<file path="config.mk">
export PLATFORM = sky130hd
export DESIGN_NAME = digit_serial_adder
export DESIGN_NICKNAME = d
export VERILOG_FILES = /design/src/rtl/digit_serial_pkg.sv /design/src/rtl/cla4_slice.sv /design/src/rtl/digit_serial_adder.sv
export SDC_FILE = /design/constraint.sdc
export NUM_CORES = 1
export LEC_CHECK = 0
export CAP_MARGIN = 10
export CORE_ASPECT_RATIO = 1.75
export CORE_MARGIN = 8
export CORE_UTILIZATION = 53
export CTS_BUF_LIST = sky130_fd_sc_hd__clkbuf_2 sky130_fd_sc_hd__clkbuf_4 sky130_fd_sc_hd__clkbuf_8
export DETAILED_ROUTE_END_ITERATION = 7
export PLACE_DENSITY = 0.82
export SLEW_MARGIN = 20
export SYNTH_ARGS = -nofsm -noshare
export SYNTH_HDL_FRONTEND = slang
export SYNTH_SLANG_ARGS = --single-unit
</file>
<file path="constraint.sdc">
create_clock -name clk -period 3.6 [get_ports clk]
set_input_delay 0.72 -clock clk [delete_from_list [all_inputs] [get_ports clk]]
set_output_delay 0.72 -clock clk [all_outputs]
set_load 0.02 [all_outputs]
</file>
<file path="src/rtl/digit_serial_pkg.sv">
// digit_serial_pkg: shared state encoding, slice width and digit-count helper
// for the digit-serial adder.
package digit_serial_pkg;

    localparam int SLICE_W = 4;

    typedef enum logic [1:0] {IDLE, RUN, DONE} state_t;

    function automatic int digit_count(input int width);
        return width / SLICE_W;
    endfunction

endpackage

</file>
<file path="src/rtl/cla4_slice.sv">
// cla4_slice: combinational 4-bit generate/propagate carry-lookahead adder slice.
module cla4_slice (
    input  logic [3:0] a4,
    input  logic [3:0] b4,
    input  logic       ci,
    output logic [3:0] s4,
    output logic       co
);

    logic [3:0] w_g, w_p, w_c;

    assign w_g = a4 & b4;
    assign w_p = a4 ^ b4;

    // All carries are flattened so none of them ripples through another.
    assign w_c[0] = ci;
    assign w_c[1] = w_g[0] | (w_p[0] & ci);
    assign w_c[2] = w_g[1] | (w_p[1] & w_g[0]) | (w_p[1] & w_p[0] & ci);
    assign w_c[3] = w_g[2] | (w_p[2] & w_g[1]) | (w_p[2] & w_p[1] & w_g[0])
                  | (w_p[2] & w_p[1] & w_p[0] & ci);
    assign co     = w_g[3] | (w_p[3] & w_g[2]) | (w_p[3] & w_p[2] & w_g[1])
                  | (w_p[3] & w_p[2] & w_p[1] & w_g[0])
                  | (w_p[3] & w_p[2] & w_p[1] & w_p[0] & ci);

    assign s4 = w_p ^ w_c;

endmodule

</file>
<file path="src/rtl/digit_serial_adder.sv">
// digit_serial_adder: WIDTH-bit add/subtract computed one 4-bit digit per clock
// through a single lookahead slice, with valid/ready handshakes on both sides.
module digit_serial_adder
    import digit_serial_pkg::*;
#(
    parameter int WIDTH = 16
) (
    input  logic             clk,
    input  logic             rst_n,
    input  logic             in_valid,
    output logic             in_ready,
    input  logic [WIDTH-1:0] a,
    input  logic [WIDTH-1:0] b,
    input  logic             cin,
    input  logic             sub,
    output logic             out_valid,
    input  logic             out_ready,
    output logic [WIDTH-1:0] sum,
    output logic             cout,
    output logic             ovf
);

    localparam int N  = digit_count(WIDTH);
    localparam int CW = (N > 1) ? $clog2(N) : 1;

    state_t             r_state, w_next;
    logic [WIDTH-1:0]   r_a, r_b, r_sum;
    logic               r_c, r_cout, r_ovf;
    logic [CW-1:0]      r_k;
    logic [SLICE_W-1:0] w_a4, w_b4, w_s4;
    logic               w_co, w_last, w_accept;

    assign w_accept = (r_state == IDLE) && in_valid;
    assign w_last   = (r_k == CW'(N - 1));
    assign w_a4     = r_a[r_k*SLICE_W +: SLICE_W];
    assign w_b4     = r_b[r_k*SLICE_W +: SLICE_W];

    cla4_slice u_slice (
        .a4 (w_a4),
        .b4 (w_b4),
        .ci (r_c),
        .s4 (w_s4),
        .co (w_co)
    );

    always_ff @(posedge clk) begin
        if (!rst_n) r_state <= IDLE;
        else        r_state <= w_next;
    end

    always_comb begin
        w_next = r_state;
        w_next = w_accept                        ? RUN  :
                 (r_state == RUN  && w_last)     ? DONE :
                 (r_state == DONE && out_ready)  ? IDLE : r_state;
    end

    // Subtraction is a + ~b + 1, so the operand inversion and forced carry are
    // applied once at capture and the digit loop only ever adds.
    always_ff @(posedge clk) begin
        if (!rst_n) begin
            r_a    <= '0;
            r_b    <= '0;
            r_c    <= 1'b0;
            r_k    <= '0;
            r_sum  <= '0;
            r_cout <= 1'b0;
            r_ovf  <= 1'b0;
        end else if (w_accept) begin
            r_a <= a;
            r_b <= sub ? ~b : b;
            r_c <= sub ? 1'b1 : cin;
            r_k <= '0;
        end else if (r_state == RUN) begin
            r_sum[r_k*SLICE_W +: SLICE_W] <= w_s4;
            r_c <= w_co;
            r_k <= w_last ? r_k : r_k + CW'(1);
            if (w_last) begin
                r_cout <= w_co;
                r_ovf  <= (r_a[WIDTH-1] == r_b[WIDTH-1]) && (w_s4[SLICE_W-1] != r_a[WIDTH-1]);
            end
        end
    end

    assign in_ready  = (r_state == IDLE);
    assign out_valid = (r_state == DONE);
    assign sum       = r_sum;
    assign cout      = r_cout;
    assign ovf       = r_ovf;

endmodule

</file>
==> results.md <==
* DRT Wirelength at 6.10 mm
* Fraction of layout cells with a size suffix above 1 at 9.35%
* WS Path Type: flip-flop to flip-flop
* Mux share of post-synthesis cell area at 6.50%
* Period utilisation layout at 78.0%
* Setup TNS at 0 ps
* DRT iter0 DRCs at 80
* # resized after CTS at 0
* Antenna violations before repair at 0
* Multi-input logic area at 1570 um^2
* Prevailing post-synth register cell: dfxtp_1
* Synth cell types at 40
* Routed Antenna Nets at 0
* Clock root buffer: clkbuf_8
* TritonCTS Buffers at 5
* Via count at 2,167
* Hold path cells at 2
* Clk buf depth at 2
* Crit start category: flip-flop
* Post-synth EDFFs at 0
* Final Wtd Congestion at 0.828
* Compound-Gate Fraction of Synth Area at 20.5%
* Postcts setup bufs at 0
* Seq/Total Area, Yosys at 39.7%
* Ports at 58
* Cell Pwr Density at 388 nW/um^2
* Avg Synthesized Cell Area at 10.2 um^2
* Die footprint at 7900 um^2
* Reg2Reg Setup Slack at 790 ps
* Dpl cells at 368
* Layout Area Growth over Synthesis at 24.8%
* Setup crit end kind: flip-flop
* Count leader, synth: dfxtp_1
* PortBufs at 57
* Hpwl dp at 4.68 mm
* Detailed Routing Iterations Pass 1 at 4
* Antenna cells at 0
* Total area of sequential cells at 1100 um^2
* Tmin final at 2810 ps
* RSZ-0062 raised after global routing: false
* Share of the synthesized area in the top cell type at 39.7%
* Actual slew at the worst max-slew pin at 875 ps
* Largest net degree at the start of global routing at 52
* VDD IR max at 0.000271 V
* Capture point of the worst reg-to-reg path: ovf$_SDFFE_PN0P_
* Largest family of logic cells by synthesized area: compound AO/OA/AOI/OAI gates
* Die H at 112 um
* Critical Path Slowest Stage Cell: dfxtp_1
* Hold crit path type: flip-flop to flip-flop
* Mapped Nets at 321
* CP Depth at 6
* Adder-Cell Fraction of Synth Area at 5.68%
* Worst EP arrival at 3010 ps
* Max Clk Rate at 356 MHz
* Worst path cell trace: mux4_2 > ha_1 > a21o_1 > a311o_1 > a221oi_2 > nor3_2
* Initial core utilization at 53.7%
* Outcome: finished, final reports clean
* Post-Route Skew at 9.58 ps
* Post-Synth Simple-Gate Area at 18.3%
* Final Total Pwr at 1340 uW
* CTS Hold Buffers Added at 0
* CTS tree: done
* Final setup violation count at 0
* Crit path from: r_k[1]$_SDFFE_PP0P_
* Core footprint at 5170 um^2
* Total grt overflow at 0
* Worst EP required at 3800 ps
* Cell Area, Synth at 2770 um^2
* Post-route insts no fill at 376
* Most instantiated cells after synthesis: dfxtp_1, nand2_1, nor2b_1
* Ys Warns at 0
* Vias in the first global route at 2,219
* Number of max-cap violations at 0
* Asr flop ratio synth at 0%
* Vias/cell at 5.76
* Gr usage total at 15.9%
* Global-route wire length before repair at 10.2 mm
* Chip Width at 70.7 um
* Worst r2r src: r_k[1]$_SDFFE_PP0P_
* End of the critical path: ovf$_SDFFE_PN0P_
* Fin. max-slew vios at 0
* Largest cells by area after synthesis: dfxtp_1, nand2_1, mux4_2
* Nets at 370
* Delay-heaviest family, CP: compound AO/OA/AOI/OAI gates
* Clk_lat worst skew at 310 ps
* Sink Count at 55
* Worst Reg-to-Reg Cells at 6
* Slowest stage delay, CP at 680 ps
* Flops & latches, synth at 55
* XOR/XNOR share of the synthesized area at 5.68%
* Row count at 35
* WP buf/inv at 0
* Cell count after synthesis at 271
* Wire per inst at 16.2 um
* Clock-pin transition on the worst setup and hold timing paths at 100 ps
* Pleak at 0.00147 uW
* Dominant cell type by area after synthesis: dfxtp_1
* CP Max Fanout at 12
* Rel. slew slack at 41.5%
* DRC at 0
* Hold Fails Final Rpt at 0
* Fillers at 432
* H-Tree Depth at 2
-- power by group --
| part | internal, uW | switching [uW] | leakage, uW |
|---|---|---|---|
| Combinational | 131 | 124 | 0.000963 |
| Clock | 211 | 206 | 0.0000587 |
| Sequential | 643 | 27.7 | 0.000450 |
| Total | 985 | 358 | 0.00147 |
-- registers in the layout, indices dropped and copies added, names as in the netlist --
register  cells
r_a          16
sum          16
r_b          16
r_state       2
r_c           1
cout          1
ovf           1
r_k           2
-- worst min path at each step --
| stage | slack (ps) | endpoint | startpoint |
|---|---|---|---|
| detailed placement | 450 | r_a[13]$_SDFFE_PN0P_ | r_a[13]$_SDFFE_PN0P_ |
| finish | 460 | r_a[5]$_SDFFE_PN0P_ | r_a[5]$_SDFFE_PN0P_ |
| global placement | 440 | r_a[12]$_SDFFE_PN0P_ | r_a[12]$_SDFFE_PN0P_ |
| global route | 490 | r_a[8]$_SDFFE_PN0P_ | r_a[8]$_SDFFE_PN0P_ |
| CTS | 470 | r_a[13]$_SDFFE_PN0P_ | r_a[13]$_SDFFE_PN0P_ |
| floorplan | 430 | r_a[10]$_SDFFE_PN0P_ | r_a[10]$_SDFFE_PN0P_ |
-- tightest hold or removal path: stages (launching register included) --
cell,delay [ps]
dfxtp_1,320
nand2_1,50
a21boi_1,50
-- cell usage in the layout (no fill, tap or decap), types with 2 or more instances in the layout --
cell              n
clkdlybuf4s50_1  57
dfxtp_1          55
nand2_1          51
nor2b_1          19
xnor2_1          17
a21boi_1         17
o211a_1          16
ha_1             11
mux4_2            8
a32oi_1           8
a22oi_1           8
clkbuf_8          5
nor2_1            4
inv_1             3
a21o_1            3
o21ai_0           3
nand3b_4          3
buf_4             3
and2_1            2
a211o_1           2
a21oi_1           2
a311o_1           2
nor4b_2           2
-- final cells by class --
type                            count  area share (%)
Multi-Input combinational cell    195            45.4
Clock inverter                      3            1.37
Clock buffer                        5            1.99
Sequential cell                    55            31.8
Inverter                            3           0.325
Tap cell                           55            1.99
Timing Repair Buffer               60            17.1
-- metal layers --
layer / track usage [%] / share of wire, % / vias to the layer above
met2: 28.7 / 53 / 60
met5: 0 / 0 / -
met4: 10.9 / 5.0 / 0
li1: - / - / 1066
met3: 3.15 / 3.6 / 21
met1: 15.5 / 38 / 1020
-- cells by family after synthesis --
| group | after synthesis |
|---|---|
| flops | 55 |
| fa+ha+maj | 12 |
| mux | 8 |
| compound gates | 68 |
| simple gates | 89 |
| buf+inv | 21 |
| xor+xnor | 18 |
-- through the flow --
stage	util (%)	area, um^2	setup slack, ps	hold slack (ps)
final	67.0	3460	792	464
after floorplan	-	2770	904	432
after global placement	64.7	3350	905	445
after CTS	67.0	3460	798	468
after global routing	67.0	3460	654	486
after detailed placement	64.7	3350	827	453
No activity file was read; power rests on OpenSTA's default activity.
